$ cat config.mk
export PLATFORM = sky130hd
export DESIGN_NAME = icache_dm_refill
export DESIGN_NICKNAME = d
export VERILOG_FILES = /design/src/rtl/icache_pkg.sv /design/src/rtl/icache_tag_store.sv /design/src/rtl/icache_dm_refill.sv
export SDC_FILE = /design/constraint.sdc
export NUM_CORES = 2
export LEC_CHECK = 0
export CELL_PAD_IN_SITES_DETAIL_PLACEMENT = 0
export CELL_PAD_IN_SITES_GLOBAL_PLACEMENT = 1
export CORE_MARGIN = 2
export CORE_UTILIZATION = 25
export CTS_CLUSTER_SIZE = 40
export DETAILED_ROUTE_END_ITERATION = 16
export GPL_ROUTABILITY_DRIVEN = 1
export PLACE_DENSITY_LB_ADDON = 0.15
export SLEW_MARGIN = 25
export SYNTH_ARGS = -nofsm -noshare
export SYNTH_HDL_FRONTEND = slang
export SYNTH_SLANG_ARGS = --single-unit
$ cat constraint.sdc
create_clock -name clk -period 5.8 [get_ports clk]
set_input_delay 1.16 -clock clk [delete_from_list [all_inputs] [get_ports clk]]
set_output_delay 1.16 -clock clk [all_outputs]
set_load 0.005 [all_outputs]
$ cat src/rtl/icache_pkg.sv
// Shared types and address-geometry helpers for the direct-mapped instruction cache.
package icache_pkg;

  typedef enum logic [1:0] {
    StIdle,
    StRefill,
    StRespond
  } state_e;

  function automatic int unsigned bytes_per_word(input int unsigned data_w);
    return data_w / 8;
  endfunction

  function automatic int unsigned byte_off_w(input int unsigned data_w);
    return $clog2(data_w / 8);
  endfunction

  // Zero when a line holds a single word.
  function automatic int unsigned off_w(input int unsigned words);
    return $clog2(words);
  endfunction

  function automatic int unsigned idx_w(input int unsigned lines);
    return $clog2(lines);
  endfunction

  function automatic int unsigned tag_w(input int unsigned addr_w, input int unsigned data_w,
                                        input int unsigned lines, input int unsigned words);
    return addr_w - byte_off_w(data_w) - off_w(words) - idx_w(lines);
  endfunction

endpackage

$ cat src/rtl/icache_tag_store.sv
// Tag array plus valid vector with a combinational hit compare and single/all-line clears.
module icache_tag_store #(
  parameter int unsigned LINES = 16,
  parameter int unsigned IDX_W = 4,
  parameter int unsigned TAG_W = 24
) (
  input  logic             clk,
  input  logic             rst,
  input  logic [IDX_W-1:0] rd_idx,
  input  logic [TAG_W-1:0] rd_tag,
  output logic             hit,
  input  logic             wr_en,
  input  logic [IDX_W-1:0] wr_idx,
  input  logic [TAG_W-1:0] wr_tag,
  input  logic             clr_en,
  input  logic [IDX_W-1:0] clr_idx,
  input  logic             clr_all
);

  logic [TAG_W-1:0] tag_mem [LINES];
  logic [LINES-1:0] valid_q, valid_d;

  assign hit = valid_q[rd_idx] && (tag_mem[rd_idx] == rd_tag);

  // Clear-all wins over any same-cycle single-line update.
  always_comb begin
    valid_d = valid_q;
    if (clr_en) valid_d[clr_idx] = 1'b0;
    if (wr_en)  valid_d[wr_idx]  = 1'b1;
    if (clr_all) valid_d = '0;
  end

  always_ff @(posedge clk or posedge rst) begin
    if (rst) valid_q <= '0;
    else     valid_q <= valid_d;
  end

  always_ff @(posedge clk) begin
    if (wr_en) tag_mem[wr_idx] <= wr_tag;
  end

endmodule

$ cat src/rtl/icache_dm_refill.sv
// Direct-mapped instruction cache with multi-word lines and a blocking, one-outstanding refill.
module icache_dm_refill import icache_pkg::*; #(
  parameter int unsigned ADDR_W = 32,
  parameter int unsigned DATA_W = 32,
  parameter int unsigned LINES  = 16,
  parameter int unsigned WORDS  = 4,
  parameter int unsigned CNT_W  = 16
) (
  input  logic              clk,
  input  logic              rst,
  input  logic              cpu_req,
  input  logic [ADDR_W-1:0] cpu_addr,
  output logic              cpu_rdy,
  output logic              cpu_valid,
  output logic [DATA_W-1:0] cpu_data,
  input  logic              inv,
  output logic              mem_req,
  output logic [ADDR_W-1:0] mem_addr,
  input  logic              mem_ack,
  input  logic [DATA_W-1:0] mem_data,
  output logic [CNT_W-1:0]  hit_cnt,
  output logic [CNT_W-1:0]  miss_cnt
);

  localparam int unsigned ByteW     = byte_off_w(DATA_W);
  localparam int unsigned OffW      = off_w(WORDS);
  localparam int unsigned OffWS     = (OffW == 0) ? 1 : OffW;
  localparam int unsigned IdxW      = idx_w(LINES);
  localparam int unsigned TagW      = tag_w(ADDR_W, DATA_W, LINES, WORDS);
  localparam int unsigned PtrW      = IdxW + OffW;
  localparam int unsigned LineShift = ByteW + OffW;
  localparam int unsigned Bpw       = bytes_per_word(DATA_W);

  state_e             state_q, state_d;
  logic [IdxW-1:0]    idx_q, idx_d;
  logic [TagW-1:0]    tag_q, tag_d;
  logic [OffWS-1:0]   off_q, off_d;
  logic [OffWS-1:0]   word_cnt_q, word_cnt_d;
  logic               mem_req_q, mem_req_d;
  logic [ADDR_W-1:0]  mem_addr_q, mem_addr_d;
  logic               cpu_valid_q, cpu_valid_d;
  logic [DATA_W-1:0]  cpu_data_q, cpu_data_d;
  logic [CNT_W-1:0]   hit_cnt_q, hit_cnt_d;
  logic [CNT_W-1:0]   miss_cnt_q, miss_cnt_d;
  logic               inv_pend_q, inv_pend_d;

  logic [ADDR_W-1:0]  word_addr;
  logic [OffWS-1:0]   req_off;
  logic [IdxW-1:0]    req_idx;
  logic [TagW-1:0]    req_tag;
  logic [PtrW-1:0]    rd_ptr, wr_ptr, resp_ptr;
  logic               hit, tag_wr, tag_clr, clr_all, data_we;

  logic [DATA_W-1:0]  data_mem [LINES*WORDS];

  assign word_addr = cpu_addr >> ByteW;
  assign req_off   = (WORDS > 1) ? OffWS'(word_addr) : '0;
  assign req_idx   = IdxW'(word_addr >> OffW);
  assign req_tag   = TagW'(word_addr >> (OffW + IdxW));

  assign rd_ptr    = (PtrW'(req_idx) << OffW) | PtrW'(req_off);
  assign wr_ptr    = (PtrW'(idx_q) << OffW) | PtrW'(word_cnt_q);
  assign resp_ptr  = (PtrW'(idx_q) << OffW) | PtrW'(off_q);

  icache_tag_store #(
    .LINES (LINES),
    .IDX_W (IdxW),
    .TAG_W (TagW)
  ) u_tag_store (
    .clk     (clk),
    .rst     (rst),
    .rd_idx  (req_idx),
    .rd_tag  (req_tag),
    .hit     (hit),
    .wr_en   (tag_wr),
    .wr_idx  (idx_q),
    .wr_tag  (tag_q),
    .clr_en  (tag_clr),
    .clr_idx (req_idx),
    .clr_all (clr_all)
  );

  function automatic logic [CNT_W-1:0] sat_inc(input logic [CNT_W-1:0] v);
    return (v == '1) ? v : v + CNT_W'(1);
  endfunction

  always_comb begin
    state_d     = state_q;
    idx_d       = idx_q;
    tag_d       = tag_q;
    off_d       = off_q;
    word_cnt_d  = word_cnt_q;
    mem_req_d   = mem_req_q;
    mem_addr_d  = mem_addr_q;
    cpu_valid_d = 1'b0;
    cpu_data_d  = cpu_data_q;
    hit_cnt_d   = hit_cnt_q;
    miss_cnt_d  = miss_cnt_q;
    inv_pend_d  = inv_pend_q;
    cpu_rdy     = 1'b0;
    tag_wr      = 1'b0;
    tag_clr     = 1'b0;
    clr_all     = 1'b0;
    data_we     = 1'b0;

    case (state_q)
      StIdle: begin
        // An invalidate (fresh or deferred) takes a whole cycle and blocks acceptance.
        if (inv || inv_pend_q) begin
          clr_all    = 1'b1;
          inv_pend_d = 1'b0;
        end else begin
          cpu_rdy = 1'b1;
          if (cpu_req) begin
            if (hit) begin
              cpu_valid_d = 1'b1;
              cpu_data_d  = data_mem[rd_ptr];
              hit_cnt_d   = sat_inc(hit_cnt_q);
            end else begin
              idx_d      = req_idx;
              tag_d      = req_tag;
              off_d      = req_off;
              word_cnt_d = '0;
              mem_addr_d = (cpu_addr >> LineShift) << LineShift;
              tag_clr    = 1'b1;
              miss_cnt_d = sat_inc(miss_cnt_q);
              state_d    = StRefill;
            end
          end
        end
      end
      StRefill: begin
        if (inv) inv_pend_d = 1'b1;
        if (!mem_req_q) begin
          mem_req_d = 1'b1;
        end else if (mem_ack) begin
          data_we    = 1'b1;
          mem_addr_d = mem_addr_q + ADDR_W'(Bpw);
          word_cnt_d = word_cnt_q + OffWS'(1);
          if (word_cnt_q == OffWS'(WORDS - 1)) begin
            mem_req_d = 1'b0;
            tag_wr    = 1'b1;
            state_d   = StRespond;
          end
        end
      end
      StRespond: begin
        if (inv) inv_pend_d = 1'b1;
        cpu_valid_d = 1'b1;
        cpu_data_d  = data_mem[resp_ptr];
        state_d     = StIdle;
      end
      default: state_d = StIdle;
    endcase
  end

  always_ff @(posedge clk or posedge rst) begin
    if (rst) begin
      state_q     <= StIdle;
      idx_q       <= '0;
      tag_q       <= '0;
      off_q       <= '0;
      word_cnt_q  <= '0;
      mem_req_q   <= 1'b0;
      mem_addr_q  <= '0;
      cpu_valid_q <= 1'b0;
      cpu_data_q  <= '0;
      hit_cnt_q   <= '0;
      miss_cnt_q  <= '0;
      inv_pend_q  <= 1'b0;
    end else begin
      state_q     <= state_d;
      idx_q       <= idx_d;
      tag_q       <= tag_d;
      off_q       <= off_d;
      word_cnt_q  <= word_cnt_d;
      mem_req_q   <= mem_req_d;
      mem_addr_q  <= mem_addr_d;
      cpu_valid_q <= cpu_valid_d;
      cpu_data_q  <= cpu_data_d;
      hit_cnt_q   <= hit_cnt_d;
      miss_cnt_q  <= miss_cnt_d;
      inv_pend_q  <= inv_pend_d;
    end
  end

  always_ff @(posedge clk) begin
    if (data_we) data_mem[wr_ptr] <= mem_data;
  end

  assign cpu_valid = cpu_valid_q;
  assign cpu_data  = cpu_data_q;
  assign mem_req   = mem_req_q;
  assign mem_addr  = mem_addr_q;
  assign hit_cnt   = hit_cnt_q;
  assign miss_cnt  = miss_cnt_q;

endmodule

-- After elaboration in Yosys (flattened, before gate mapping)
Memories as Yosys holds them, arrays and structs flattened.
Cells that the tools add are included.
- register bits after elaboration: 149
- memory bits (writable): 2432
- input port bits: 69
- output and inout bits: 99
- logic and storage cells: 125
- memories kept: 2
- memories (name ; depth ; bits a word ; rd ports ; clocked after memory_dff ; wr ports ; RTL line ; RTL):
    data_mem ; 64 ; 32 ; 2 ; 0 ; 1 ; icache_dm_refill.sv:54 ; logic [DATA_W-1:0] data_mem [LINES*WORDS];
    u_tag_store.tag_mem ; 16 ; 24 ; 1 ; 0 ; 1 ; icache_tag_store.sv:20 ; logic [TAG_W-1:0] tag_mem [LINES];
- add/subtract/negate cells: 4
- magnitude comparators: 4
- eq/ne operators: 15
- muxes and demuxes: 61
- bitwise logic cells: 10
- reduce and logical (&&, ||, !) cells: 16
- operators with widths (cell ; number):
    $mux W32 ; 8
    $pmux W32 S2 ; 2
    $mux W16 ; 3
    $add A16 B1 Y16 const B ; 2
    $add A32 B3 Y32 const B ; 1
    $eq A16 B16 Y1 const B ; 2
    $mux W1 ; 30
    $eq A24 B24 Y1 ; 1
    $mux W2 ; 11
    $or A6 B2 Y6 ; 3
    $and A16 B16 Y16 ; 1
    $ne A2 B2 Y1 const B ; 8
    $not A16 Y16 ; 1
    $or A16 B16 Y16 ; 1
    $reduce_and A6 Y1 ; 2
    $lt A4 B5 Y1 const B ; 2
    $reduce_and A5 Y1 ; 2
    $demux W1 S4 ; 2
    $ge A4 B1 Y1 const B ; 2
    $pmux W2 S2 ; 2
    $reduce_and A4 Y1 ; 2
    $reduce_bool A2 Y1 ; 3
    $bmux W1 S4 ; 1
    $eq A2 B2 Y1 const B ; 2
    other kinds (10) ; 16

-- Longest topological paths before layout
- depth after elaboration: 11
- mapped depth: 16
- depth with buffers taken out: 11

-- Modules after synthesis
From an unflattened synthesis, not the netlist that was laid out.
- cells, all modules: 6286
- area total of the unflattened synthesis: 116859.6 um^2
- modules (own cells, without submodules) (module ; instances ; cells each ; area each (um^2) ; seq. area each (um^2)):
    icache_dm_refill ; 1 ; 5487 ; 100826.7 ; 64777.1
    icache_tag_store ; 1 ; 799 ; 16032.9 ; 11931.4

-- Worst setup path before layout
No wires, ideal clock.
- path kind: register -> register
- start point: register idx_q[0]
- end point: memory data_mem[14][0], enable pin
- library setup time: 421 ps
- arrival time: 4052 ps
- required time: 5379 ps
- setup slack: 1327 ps
- stages on the path, launching flop included: 9
- buffers on the path: 6
- period minus slack after synthesis: 4473 ps
- cells stage by stage: dfrtp_1 > clkbuf_1 > buf_1 > clkbuf_1 > clkbuf_1 > clkbuf_1 > clkbuf_1 > nand3_1 > nor2_1
- longest elaborated chain between the ends: 1
- RTL lines (what ; RTL line ; RTL):
    from (decl) ; icache_dm_refill.sv:35 ; logic [IdxW-1:0] idx_q, idx_d;
    from (signal assigned) ; icache_dm_refill.sv:173 ; idx_q <= idx_d;
    $or A6 B2 Y6 ; icache_dm_refill.sv:62 ; assign wr_ptr = (PtrW'(idx_q) << OffW) | PtrW'(word_cnt_q);
    to (decl) ; icache_dm_refill.sv:54 ;
Every way passes these cells.

-- Worst setup path after layout
- start point: register state_q[0]
- end point: output cpu_rdy
- longest elaborated chain between the ends: 2
- RTL lines (what ; RTL line ; RTL):
    from (decl) ; icache_dm_refill.sv:34 ; state_e state_q, state_d;
    from (signal assigned) ; icache_dm_refill.sv:159 ; state_q <= StIdle;
    from (signal assigned) ; icache_dm_refill.sv:172 ; state_q <= state_d;
    $logic_not A2 Y1 ; icache_dm_refill.sv:106 ; case (state_q)
    $mux W1 ; icache_dm_refill.sv:106 ;
    to (decl) ; icache_dm_refill.sv:13 ; output logic cpu_rdy,
Every way passes these cells.

==> flow_summary_export.csv <==
group,metric,value,unit
global_routing,grt_pass1_wl,678,mm
worst_setup_path,cp_data_required_time,4.64,ns
clock_tree,worstSkewPairLatency,0.97,ns
sta,rsz0062_at_grt,"no",
min_path,hp-class,"reg2reg",
sta,finalSetupViolCount,0,
clock_tree,clockRootBuffer,"clkbuf_16",
worst_setup_path,worstPathBufferInverterCount,3,
synthesis,ys_async_sr_fraction,5.70,%
synthesis,synthDominantAreaCellType,"edfxtp_1",
drt,vias_per_cell,5.35,
clock_tree,cts.sink_count,2579,
pwr,pwr_density_cell,411,mW/mm²
worst_setup_path,worst-path-stages,5,
pwr,max-vdd-ir-drop,281,µV
sta,min_period_over_period,77.6,%
floorplanning,die-width,685,µm
placement,place.gp.congestion,0.797,
sta,finalMaxSlewViolations,0,
worst_setup_path,critical_path.reg2reg.startpoint,"idx_q[2]",
worst_setup_path,critical_path_peak_fanout,5,
final_layout,final_cells,12800,
floorplanning,core_area,0.461,mm²
clock_tree,post-cts-setup-buffer-count,0,
clock_tree,tritoncts,"done",
placement,io_buf_count,163,
global_routing,grt_pass1_vias,69400,
drt,routed_wire_length_per_instance,40.3,µm
drt,drt_pre_antenna_iters,5,
worst_setup_path,worst-setup-path-type,"reg2out",
clock_tree,cts-buffers-inserted,317,
placement,dp.final_hpwl,311,mm
final_layout,finalNetCount,6420,
floorplanning,initial_utilization,25.1,%
drt,detailroute.via_count,68300,
synthesis,library_cells_used_by_synthesis,87,
synthesis,post_synth_instance_area,0.116,mm²
sta,final_period_minus_worst_setup_slack,4.50,ns
clock_tree,cts_max_path_buffers,4,
sta,finalWorstSetupSlack,1.30,ns
worst_setup_path,worstSetupEndpoint,"cpu_rdy",
floorplanning,die_height,685,µm
pwr,totalPowerFinal,57.1,mW
global_routing,grt_use_total,21.5,%
final_layout,layout_common_cells,"2432 x edfxtp_1, 1179 x mux4_2, 410 x buf_4",
status,status,"finished, final reports clean",
worst_setup_path,timing.critical_path.mode_cell,"inv_1",
final_layout,mostFrequentLayoutCell,"edfxtp_1",
drt,postRouteWirelength,514,mm
synthesis,synth_sequential_area_ratio,66.2,%
final_layout,drive_gt1_share,36.1,%
worst_setup_path,cp-start-kind,"flop",
sta,fin_tns_setup,0,ns
global_routing,global_route.overflow_total,0,
synthesis,ys_seq_elements,2579,
sta,timing.clock.skew,0.0855,ns
worst_setup_path,rr_worst_depth,13,
flow_run,cap_viol_max_count,0,
global_routing,antenna_violations_before_repair,50,
final_layout,area_growth_from_synthesis_to_layout,20.1,%
synthesis,synth_area_per_cell,20.0,µm²
synthesis,syn-instance-count,5791,
floorplanning,floorplan_die_area,0.469,mm²
floorplanning,rows,249,
worst_setup_path,timing.critical_path.to_type,"primary output",
worst_setup_path,slowest_cell_on_crit_path,"nor3_1",
pwr,leakage_power_total,43.7,nW
sta,final_number_of_hold_violating_endpoints,0,
synthesis,synth_edf_count,2432,
sta,max_slew.worst_pin.slew,1.11,ns
drt,postRouteAntennaNets,0,
clock_tree,cts_resized,0,
synthesis,yosysWarningCount,0,
clock_tree,cts.htree.levels,5,
sta,fmax_achieved,0.222,GHz
worst_setup_path,timing.critical_path.from,"state_q[0]",
worst_setup_path,worst-endpoint-arrival,3.34,ns
worst_setup_path,r2r-end,"cpu_data[24]",
worst_setup_path,reg2reg_setup_slack,1.61,ns
synthesis,yosys_most_used_dff,"edfxtp_1",
final_layout,final_cell_utilization_of_the_core,30.2,%
worst_setup_path,worst_path_dominant_cell_family,"buffers and inverters",
clock_tree,cts_hold_repair.buffers,0,
synthesis,synth_top_cell_area_share,63.1,%
floorplanning,io-pin-count,168,
synthesis,synthTopCellsByArea,"edfxtp_1 63%, mux4_2 23%, dfrtp_1 3.2%",
placement,placement.setup.worst_slack,0.407,ns
placement,dp.cells,12200,
clock_tree,clock_slew_seen_by_the_registers_of_the_worst_setup_and_hold_paths,0.05,ns
worst_setup_path,worst_path_largest_cell_delay,0.69,ns
drt,drc,0,
global_routing,pin_count_of_the_biggest_net_entering_global_routing,81,
sta,relSlewSlack,26.2,%
worst_setup_path,critical_path.cell_chain,"inv_1 > ha_1 > inv_1 > nor3_1 > clkdlybuf4s50_1",
drt,detailedRoute.firstIterationViolations,8020,
sequential cells by signal, indices dropped and copies added (netlist names):
name,flops
word_cnt_q,2
idx_q,4
u_tag_store.valid_q,16
cpu_data,32
u_tag_store.tag_mem,384
data_mem,2048
hit_cnt,16
tag_q,24
cpu_valid,1
off_q,2
inv_pend_q,1
mem_req,1
mem_addr,30
miss_cnt,16
state_q,2
kinds of logic (layout without fill, tap and decap cells):
logic type / after synthesis / in the layout / share of synthesized area (%)
AO/OA/AOI/OAI: 566 / 566 / 3.39
XOR/XNOR: 62 / 62 / 0.469
multiplexers: 1447 / 1447 / 25.3
buffers and inverters: 451 / 1258 / 1.73
flip-flops: 2579 / 2579 / 66.2
other: 1 / 20 / 0.00324
AND/OR/NAND/NOR: 677 / 677 / 2.75
adder cells (fa/ha/maj): 8 / 8 / 0.0864
layout make-up:
class | count | area, µm²
multi-input cells | 2762 | 37900
clock buffers | 432 | 8660
clock inverters | 143 | 1430
inverters | 38 | 160
flip-flops and latches | 2579 | 76700
well taps | 6149 | 7690
diodes | 18 | 45.0
fillers | 44700 | 322000
repair buffers | 645 | 6500
stage by stage:
| stage | cell area (µm²) | hold slack (ns) |
|---|---|---|
| 6_report | 139000 | 0.486 |
| 5_1_grt | 139000 | 0.525 |
| 4_1_cts | 139000 | 0.499 |
| 3_5_place_dp | 129000 | 0.489 |
| 3_3_place_gp | 129000 | 0.486 |
| 2_1_floorplan | 116000 | 0.477 |
cell usage after synthesis, drive strengths merged (13+ instances only):
| master | number |
|---|---|
| a211oi | 21 |
| edfxtp | 2432 |
| nor2b | 15 |
| mux2 | 79 |
| and2 | 17 |
| nand2 | 200 |
| o21ai | 93 |
| inv | 34 |
| buf | 204 |
| o22ai | 25 |
| nor4 | 30 |
| clkbuf | 209 |
| a2111oi | 13 |
| a22oi | 146 |
| and3 | 26 |
| o211ai | 24 |
| nand4 | 46 |
| nor3 | 59 |
| nor2 | 184 |
| a22o | 24 |
| mux4 | 1180 |
| dfrtp | 147 |
| xnor2 | 35 |
| xor2 | 27 |
| a21oi | 102 |
| mux2i | 188 |
| a221oi | 46 |
| nand3 | 64 |
report_power, final:
part / internal, mW / switching (mW) / total, mW
combinational: 6.48 / 8.55 / 15.0
clock: 11.5 / 8.22 / 19.7
sequential: 21.4 / 1.04 / 22.4
total: 39.3 / 17.8 / 57.1
worst reg2reg max path: cells and delay by family, from the launching register on:
kind / cells / cell delay (ns)
and+or+nand+nor: 5 / 1.28
DFF: 1 / 0.66
AOI/OAI and AO/OA: 4 / 0.91
muxes: 1 / 0.28
buffers and inverters: 3 / 0.99
how the worst min path moves through the flow:
| stage | start | to | depth (start not counted) |
|---|---|---|---|
| detailed placement | miss_cnt[6] | miss_cnt[6] | 1 |
| global route | cpu_data[10] | cpu_data[10] | 1 |
| global placement | miss_cnt[8] | miss_cnt[8] | 1 |
| finish | miss_cnt[8] | miss_cnt[8] | 1 |
| floorplan | hit_cnt[9] | hit_cnt[9] | 1 |
| CTS | miss_cnt[10] | miss_cnt[10] | 1 |
routing by layer:
layer | routed length (µm) | up-vias | GRT usage [%]
met5 | 13 | - | 0
met4 | 17600 | 2 | 6.77
met3 | 30600 | 659 | 3.27
met2 | 249000 | 2868 | 35.7
met1 | 216000 | 38600 | 28.9
li1 | - | 26200 | -
No activity file was read; power rests on OpenSTA's default activity.
